## config.mk

```make
export PLATFORM = sky130hd
export DESIGN_NAME = alu_arbiter
export DESIGN_NICKNAME = d
export VERILOG_FILES = /design/src/rtl/alu_arbiter.sv
export SDC_FILE = /design/constraint.sdc
export NUM_CORES = 1
export LEC_CHECK = 0
export CAP_MARGIN = 20
export CORE_MARGIN = 2
export CORE_UTILIZATION = 50
export CTS_BUF_LIST = sky130_fd_sc_hd__clkbuf_16
export DETAILED_ROUTE_END_ITERATION = 8
export DONT_BUFFER_PORTS = 1
export HOLD_SLACK_MARGIN = 0.15
export PLACE_DENSITY = 0.64
export SLEW_MARGIN = 15
export SYNTH_ARGS = -nofsm -noshare
export SYNTH_HDL_FRONTEND = slang
export SYNTH_SLANG_ARGS = --single-unit
```

## constraint.sdc

```tcl
create_clock -name clk -period 2 [get_ports clk]
set_input_delay 0.5 -clock clk [delete_from_list [all_inputs] [get_ports clk]]
set_output_delay 0.5 -clock clk [all_outputs]
set_load 0.02 [all_outputs]
```

## src/rtl/alu_arbiter.sv

```systemverilog
// ---------------------------------------------------------------------------
// alu_arbiter
//   Round-robin arbiter that lets NUM_REQ requesters share one external
//   combinational ALU. A granted request's operands are latched onto alu_*,
//   held for one EXEC cycle, and the ALU outputs are then captured onto a
//   single valid/ready response channel tagged with the owner's index.
//
//   Optional build macro: ALU_ARB_STATS_EN adds op_count / zero_count
//   (16-bit wrapping response-handshake counters).
//
// Ports
//   clk, rst               clock, asynchronous active-high reset
//   req_valid/req_ready    per-requester handshake (req_ready one-hot or 0)
//   req_a/req_b/req_op     flat per-requester operands, slice i = requester i
//   alu_a/alu_b/alu_sel    latched operands to the external ALU
//   alu_result/carry/zero  ALU outputs, sampled at the end of EXEC
//   rsp_valid/rsp_ready    response handshake
//   rsp_id/result/carry/zero  captured response
//   op_count, zero_count   (ALU_ARB_STATS_EN only) handshake statistics
// ---------------------------------------------------------------------------
module alu_arbiter #(
  parameter int WIDTH   = 8,
  parameter int NUM_REQ = 4,
  parameter int ID_W    = 2
) (
  input  logic                     clk,
  input  logic                     rst,
  input  logic [NUM_REQ-1:0]       req_valid,
  output logic [NUM_REQ-1:0]       req_ready,
  input  logic [NUM_REQ*WIDTH-1:0] req_a,
  input  logic [NUM_REQ*WIDTH-1:0] req_b,
  input  logic [NUM_REQ*3-1:0]     req_op,
  output logic [WIDTH-1:0]         alu_a,
  output logic [WIDTH-1:0]         alu_b,
  output logic [2:0]               alu_sel,
  input  logic [WIDTH-1:0]         alu_result,
  input  logic                     alu_carry,
  input  logic                     alu_zero,
  output logic                     rsp_valid,
  input  logic                     rsp_ready,
  output logic [ID_W-1:0]          rsp_id,
  output logic [WIDTH-1:0]         rsp_result,
  output logic                     rsp_carry,
  output logic                     rsp_zero
`ifdef ALU_ARB_STATS_EN
  ,output logic [15:0]             op_count
  ,output logic [15:0]             zero_count
`endif
);

  typedef enum logic [1:0] {IDLE, EXEC, RESP} state_t;

  state_t                      state_q;
  logic [ID_W-1:0]             ptr_q;
  logic [ID_W-1:0]             own_q;
  logic [ID_W-1:0]             gnt;
  logic                        any_vld;
  int                          rr_idx;

  // Packed per-requester views of the flat operand buses.
  logic [NUM_REQ-1:0][WIDTH-1:0] a_v;
  logic [NUM_REQ-1:0][WIDTH-1:0] b_v;
  logic [NUM_REQ-1:0][2:0]       op_v;

  assign a_v  = req_a;
  assign b_v  = req_b;
  assign op_v = req_op;

  // First valid requester at or above ptr_q, wrapping past NUM_REQ-1.
  always_comb begin
    gnt     = '0;
    any_vld = 1'b0;
    rr_idx  = 0;
    for (int k = 0; k < NUM_REQ; k++) begin
      rr_idx = int'(ptr_q) + k;
      if (rr_idx >= NUM_REQ) rr_idx = rr_idx - NUM_REQ;
      if (!any_vld && req_valid[rr_idx]) begin
        any_vld = 1'b1;
        gnt     = ID_W'(rr_idx);
      end
    end
  end

  // Gated by rst so the grant cannot show while reset is held.
  assign req_ready = (state_q == IDLE && any_vld && !rst)
                     ? (NUM_REQ'(1) << gnt) : '0;

  wire rsp_hs = (state_q == RESP) && rsp_ready;

  always_ff @(posedge clk or posedge rst) begin
    if (rst) begin
      state_q    <= IDLE;
      ptr_q      <= '0;
      own_q      <= '0;
      alu_a      <= '0;
      alu_b      <= '0;
      alu_sel    <= '0;
      rsp_valid  <= 1'b0;
      rsp_id     <= '0;
      rsp_result <= '0;
      rsp_carry  <= 1'b0;
      rsp_zero   <= 1'b0;
    end else begin
      case (state_q)
        IDLE: if (any_vld) begin
          alu_a   <= a_v[gnt];
          alu_b   <= b_v[gnt];
          alu_sel <= op_v[gnt];
          own_q   <= gnt;
          state_q <= EXEC;
        end
        EXEC: begin
          rsp_result <= alu_result;
          rsp_carry  <= alu_carry;
          rsp_zero   <= alu_zero;
          rsp_id     <= own_q;
          rsp_valid  <= 1'b1;
          state_q    <= RESP;
        end
        RESP: if (rsp_ready) begin
          rsp_valid <= 1'b0;
          ptr_q     <= (own_q == ID_W'(NUM_REQ-1)) ? '0 : own_q + 1'b1;
          state_q   <= IDLE;
        end
        default: state_q <= IDLE;
      endcase
    end
  end

`ifdef ALU_ARB_STATS_EN
  logic [15:0] op_cnt_q;
  logic [15:0] zero_cnt_q;

  // Plain 16-bit adders wrap 0xFFFF -> 0 naturally.
  always_ff @(posedge clk or posedge rst) begin
    if (rst) begin
      op_cnt_q   <= '0;
      zero_cnt_q <= '0;
    end else if (rsp_hs) begin
      op_cnt_q <= op_cnt_q + 16'd1;
      if (rsp_zero) zero_cnt_q <= zero_cnt_q + 16'd1;
    end
  end

  assign op_count   = op_cnt_q;
  assign zero_count = zero_cnt_q;
`else
  logic unused_hs;
  assign unused_hs = rsp_hs;
`endif

endmodule

```

==> results.md, run 1 <==
- Cell Area, Synth: 0.00217 sq mm
- Fin. Hold Viols: 0
- Most frequent cell after synthesis: dfrtp_1
- Routed WL: around 6000 microns
- Leak Pwr: between 1 and 1.5 nW
- Critical path required time: 1500 ps
- Initial core utilization: between 50% and 60%
- CTS tree: done
- Count of different cell masters after synthesis: 34
- Worst Hold Class: primary input to async pin
- Critical Path Max Stage Delay: 400 ps
- Post-Syn Instances: roughly 230
- DR iter-0 viols: ~110
- Final min period: 2020 ps
- Design Power: 4.55 mW
- Via count: between 1,500 and 2,000
- I/O Pins: approximately 130
- Dpl hpwl: roughly 4600 microns
- Die H: 69.8 microns
- Fraction of layout cells with a size suffix above 1: a little over a fifth
- First-pass GRT wire length: 9660 microns
- Post-synth top cells: 38 x dfrtp_1, 23 x and3_1, 23 x nor2_1, 22 x a21oi_1, 20 x o21ai_1
- Main flop type after synthesis: dfrtp_1
- Peak Freq: ~0.50 GHz
- Worst slew pin tran: between 500 and 600 ps
- Syn_nets: 327
- Tot GR Track Use: 25.0%
- Final period util: 101%
- H-tree Lvls: 2
- Wire per inst: 21.2 microns
- Initial antenna violation count: 0
- Max Cap Violations: 0
- Fill cell count: roughly 360
- Synth area leader: dfrtp_1
- Post-synth EDFFs: 0
- Root Buffer: clkbuf_16
- Largest net degree at the start of global routing: 40
- # port buffers: 0
- Worst Setup Slack, final: -18.4 ps
- Number of diodes: 0
- Top cell type's share of synthesized area: a little over two fifths
- Number of stages on the worst setup path: 3
- Clk slew on worst S/H paths: around 60 ps
- Num CTS Buffers: 5
- Worst slew margin: around 63%
- Core footprint: about 0.0041 sq mm
- Setup CP Type: flop to output pin
- Drt pass-1 iters: 4
- Routed vias/inst: roughly 6.8
- Layout area overhead: 14.5%
- Peak VDD IR: approximately 0.00087 V
- Slew Viols, Final: 0
- Remaining antenna violation count after routing: 0
- Register area share after synthesis: 43.9%
- Setup violators final: 1
- Critical path's top delay family: simple AND/OR/NAND/NOR gates
- Worst Path Max Fanout: 3
- Unrepaired setup endpoints after global routing: true
- Run status: finished, violations left
- NumNets Final: 332
- Buf+Inv Stages, Crit Path: 1
- Clock Sinks: 38
- Gr ovfl total: 0
- Worst path cell trace: or3_4 -> nor4_4 -> buf_4
- Clock skew: 7.40 ps
- Clk_lat worst skew: ~270 ps
- Sum Neg Setup Slack: -18.4 ps
- Die area: just under 0.005 sq mm
- Seq cells post-synth: 38
- Failing checks: negative setup slack
- DRC viols: 0
- Synth warnings: 0
- Worst R2R Path Depth: 5
- Crit-path slowest cell: or3_4
- Fin util: between 60 and 70%
- Vias in the first global route: about 1,900
- Clock Path Buffers: 2
- Synthesized area per cell: 9.30 sq um
- Asr flop ratio synth: 100%
- Top cells by area, synth: dfrtp_1 44%, a221oi_1 7.7%, mux2_2 6.8%
- Site Rows: 23
- Min Hold Slack: roughly 250 ps
- Power Dens Cells: around 1800 mW/mm^2
- GPL Wtd Cong: 0.919
- Worst setup SP type: flop
- Die W: approximately 70 microns
- CP endpoint kind: output pin
- CP arrival: 1520 ps
==> power breakdown <==
part / total [mW] / switching [mW] / leakage, nW / internal (mW)
sequential: 1.91 / 0.730 / 0.440 / 1.18
combinational: 1.80 / 0.984 / 0.541 / 0.820
clock: 0.843 / 0.267 / 0.0773 / 0.576
==> metal layers <==
layer	up-vias	GRT usage (%)	wire length, microns
met1	958	30.4	2400
met5	-	0	0
met2	115	42.2	3100
met4	0	7.48	110
li1	875	-	-
met3	14	8.14	510
==> final timing paths <==
kind                                             start                      to  slack [ps]
worst max register to register    ptr_q[1]$_DFFE_PP0P_  alu_sel[2]$_DFFE_PP0P_         130
worst min register to register    own_q[1]$_DFFE_PP0P_    own_q[1]$_DFFE_PP0P_         520
min in group clk                             alu_carry   rsp_carry$_DFFE_PP0P_         380
worst max-delay path            state_q[1]$_DFFE_PP0P_            req_ready[2]         -20
worst min-delay path                               rst    own_q[0]$_DFFE_PP0P_         250
max in group asynchronous                          rst    alu_b[6]$_DFFE_PP0P_        1000
==> area by class of cell <==
| cell class | count | area (sq um) | share of cell area [%] |
|---|---|---|---|
| Clock buffer | 5 | 125 | 5.04 |
| Clock inverter | 2 | 33.8 | 1.36 |
| Inverter | 5 | 22.5 | 0.908 |
| Multi-Input combinational cell | 172 | 1160 | 46.8 |
| Sequential cell | 38 | 953 | 38.4 |
| Tap cell | 50 | 62.6 | 2.52 |
| Timing Repair Buffer | 16 | 123 | 4.94 |
==> placed cells by master, fill, tap and decap left out, types with 2 or more instances in the layout <==
cell type,instances
and3_1,20
a21boi_1,10
a21boi_0,9
dfrtp_2,2
o21ai_1,20
nor2_1,23
o21ai_0,2
a21oi_1,22
inv_1,3
nor2b_1,4
and3_2,3
dfrtp_1,36
nand2_1,6
mux2_2,13
a221oi_1,19
buf_4,15
clkbuf_16,5
==> cells by family (layout without fill, tap and decap cells) <==
| logic type | Yosys count | count (layout) | share of synthesized area (%) |
|---|---|---|---|
| compound gates | 90 | 90 | 27.3 |
| fa+ha+maj | 1 | 1 | 0.577 |
| buf+inv | 23 | 28 | 4.79 |
| flops | 38 | 38 | 43.9 |
| mux | 13 | 13 | 6.76 |
| simple gates | 68 | 68 | 16.7 |
==> repair_timing <==
| action | in CTS | in global routing |
|---|---|---|
| resized for setup | 7 | 5 |
| hold endpoints to repair | 9 | 0 |
| buffers inserted | 3 | 1 |
| setup endpoints to repair | 4 | 5 |
| pin swaps | 2 | 1 |
| hold buffers | 1 | 0 |
==> per-stage QoR <==
| stage | cells | cell area (sq um) | worst slack [ps] |
|---|---|---|---|
| finish | 288 | 2480 | -18.4 |
| global route | 288 | 2480 | -58.2 |
| CTS | 287 | 2460 | -1.86 |
| detailed placement | 276 | 2250 | 30.9 |
| global placement | 276 | 2250 | 98.4 |
| floorplan | 233 | 2200 | -23.2 |
==> state kept, by name, summed over array words and instances (netlist names) <==
name,cells
alu_a,8
alu_b,8
alu_sel,3
own_q,2
ptr_q,2
rsp_carry,1
rsp_id,2
rsp_result,8
rsp_valid,1
rsp_zero,1
state_q,2
No activity file was read; power rests on OpenSTA's default activity.
==> inputs of run 2 (changes only) <==
--- a/config.mk
+++ b/config.mk
@@ -8,7 +8,7 @@
 export CAP_MARGIN = 20
 export CORE_MARGIN = 2
 export CORE_UTILIZATION = 50
-export CTS_BUF_LIST = sky130_fd_sc_hd__clkbuf_16
+export CTS_BUF_LIST = sky130_fd_sc_hd__clkbuf_8
 export DETAILED_ROUTE_END_ITERATION = 8
 export DONT_BUFFER_PORTS = 1
 export HOLD_SLACK_MARGIN = 0.15
==> constraint.sdc (replaced) <==
create_clock -name clk -period 2 [get_ports clk]
set_input_delay 0.4 -clock clk [delete_from_list [all_inputs] [get_ports clk]]
set_output_delay 0.4 -clock clk [all_outputs]
set_load 0.02 [all_outputs]
==> results.md, run 2 (synthesis gave the netlist of run 1 again) <==
- Grt met2 use: 44.1% (+1.9 points)
- Fraction of layout cells with a size suffix above 1: 19.8% (-1.6 points)
- Largest net degree at the start of global routing: 40 (unchanged)
- Peak VDD IR: 0.000657 V (-24%)
- Multi-input gate area: 0.00114 sq mm (-1.5%)
- Initial core utilization: 53.0% (unchanged)
- Final period util: 96.5% (-4.5 points)
- Area post-placement: 0.00224 sq mm (-0.45%)
- Most frequent cells in the layout: 36 x dfrtp_1, 23 x nor2_1, 22 x a21oi_1
- Top flop regs: alu_a (8), alu_b (8), rsp_result (8)
- Reg2reg start: ptr_q[1]$_DFFE_PP0P_
- CP arrival: 1530 ps (about the same)
- Tot GR Track Use: 25.1% (+0.076 points)
- Gr busiest metal: met2
- Clk slew on worst S/H paths: 80 ps (+20 ps)
- Fin. Hold Viols: 0 (unchanged)
- Critical Path Max Stage Delay: 430 ps (+30 ps)
- Internal power: 2.19 mW (-15%)
- First-pass GRT wire length: 9600 microns (-0.58%)
- Clk_lat worst skew: 280 ps (about the same)
- H-tree Lvls: 2 (unchanged)
- Design Power: 4.16 mW (-8.6%)
- Initial antenna violation count: 0 (unchanged)
- GPL Wtd Cong: 0.878 (-4.4%)
- CTS tree: done
- Design Area, Final: 0.00238 sq mm (-4.1%)
- Worst Hold Class: primary input to flop
- Die H: 69.8 microns (unchanged)
- NumNets Final: 331 (-0.30%)
- Worst slew pin tran: 640 ps (+83.2 ps)
- Root Buffer: clkbuf_8
- Vias in the first global route: 1,908 (+0.26%)
- Crit-path slowest cell: or3_4
- Die area: 0.00488 sq mm (unchanged)
- Met1 global-route usage: 28.9% (-1.5 points)
- Clock skew: 7.26 ps (-0.135 ps)
- Leak Pwr: 1.01 nW (-4.5%)
- Worst Path Max Fanout: 4 (+1)
- Power Dens Cells: 1750 mW/mm^2 (-4.7%)
- Critical path required time: 1600 ps (+100 ps)
- Crit path from: state_q[1]$_DFFE_PP0P_
- Dpl hpwl: 4580 microns (-1.0%)
- Routed WL: 6120 microns (unchanged)
- Slew Viols, Final: 0 (unchanged)
- P_sw: 1.97 mW (-0.72%)
- FF+latch area: 953 sq um (unchanged)
- Reg-to-reg slack, setup: 120 ps (about the same)
- Switching share of power: 47.3% (+3.8 points)
- Worst setup SP type: flop
- Worst slack, placed: 101 ps (+70.1 ps)
- I/O Pins: 129 (unchanged)
- Max Cap Violations: 0 (unchanged)
- Flop pwr share: 45.5% (+3.6 points)
- Remaining antenna violation count after routing: 0 (unchanged)
- Core footprint: 0.00409 sq mm (unchanged)
- CP endpoint kind: output pin
- Final min period: 1930 ps (-89.1 ps)
- Site Rows: 23 (unchanged)
- Worst path cell trace: or3_4 -> nor4_4 -> buf_4
- DR iter-0 viols: 100 (-12%)
- Num CTS Buffers: 5 (unchanged)
- Sum Neg Setup Slack: 0 ps (+18.4 ps)
- Reg2reg end: alu_b[4]$_DFFE_PP0P_
- Gr ovfl total: 0 (unchanged)
- Logic gate share of total power: 42.6% (+3.0 points)
- Setup violators final: 0 (-1)
- M3 GR Usage: 8.43% (+0.29 points)
- Clock Power Share: 11.8% (-6.7 points)
- Fill cell count: 365 (+2.0%)
- Worst R2R Path Depth: 5 (unchanged)
- Via count: 1,888 (-3.8%)
- Most common cell after layout, fill and taps aside: dfrtp_1
- DRC viols: 0 (unchanged)
- Clock Sinks: 38 (unchanged)
- # port buffers: 0 (unchanged)
- Die W: 69.8 microns (unchanged)
- Fin util: 58.2% (-2.5 points)
- Worst Setup Slack, final: 70.7 ps (+89.1 ps)
- Run status: finished, final reports clean
- Wire per inst: 21.3 microns (+0.35%)
- Worst slew margin: 57.2% (-5.6 points)
- Peak Freq: 0.518 GHz (+4.6%)
- Layout area overhead: 9.76%
- Routed vias/inst: 6.58 (-3.4%)
- Number of diodes: 0 (unchanged)
- Clock Path Buffers: 2 (unchanged)
- Worst Setup EP: req_ready[2]
- Setup CP Type: flop to output pin
- Drt pass-1 iters: 4 (unchanged)
[run 2: stage by stage]
stage / hold WS (ps) / instances
global route: 245 / 287
finish: 267 / 287
global placement: 224 / 276
floorplan: 374 / 233
detailed placement: 233 / 276
CTS: 257 / 285
[run 2: area by class of cell]
| type | instances | area share, % |
|---|---|---|
| Multi-Input combinational cell | 172 | 48.1 |
| Sequential cell | 38 | 40.1 |
| Timing Repair Buffer | 15 | 4.94 |
| Clock buffer | 5 | 2.89 |
| Tap cell | 50 | 2.63 |
| Inverter | 5 | 0.947 |
| Clock inverter | 2 | 0.421 |
[run 2: power by group through the flow]
stage | logic [mW] | registers, mW | clock network, mW
finish | 1.77 | 1.89 | 0.493
global placement | 1.58 | 1.89 | 0
detailed placement | 1.69 | 1.92 | 0
global route | 1.99 | 1.93 | 0.539
floorplan | 1.32 | 1.81 | 0
CTS | 1.71 | 1.91 | 0.502
[run 2: worst min path at each step]
stage	depth (start not counted)	endpoint	from	slack, ps
after floorplan	1	alu_a[0]$_DFFE_PP0P_	rst	370
after global placement	1	alu_b[2]$_DFFE_PP0P_	rst	220
after detailed placement	1	alu_b[6]$_DFFE_PP0P_	rst	230
after CTS	1	rsp_result[6]$_DFFE_PP0P_	alu_result[6]	260
after global routing	1	rsp_result[6]$_DFFE_PP0P_	alu_result[6]	250
final	1	rsp_result[6]$_DFFE_PP0P_	alu_result[6]	270
[run 2: worst max-delay path, delay by kind of cell (launching register included)]
family | cells | cell delay, ps
flip-flops | 1 | 390
buffers and inverters | 1 | 170
AND/OR/NAND/NOR | 2 | 680
[run 2: what timing repair did]
action	4_1_cts	5_1_grt
setup buffers	0	2
endpoints found under the setup margin	4	12
pin swaps	0	0
gates resized for setup	4	5
hold endpoints to repair	9	0
hold buffers	2	0
[run 2: metal layers]
layer	wire length (microns)	share of wire [%]
met5	0	0
met4	52	0.85
met3	470	7.7
met2	3230	53
met1	2370	39
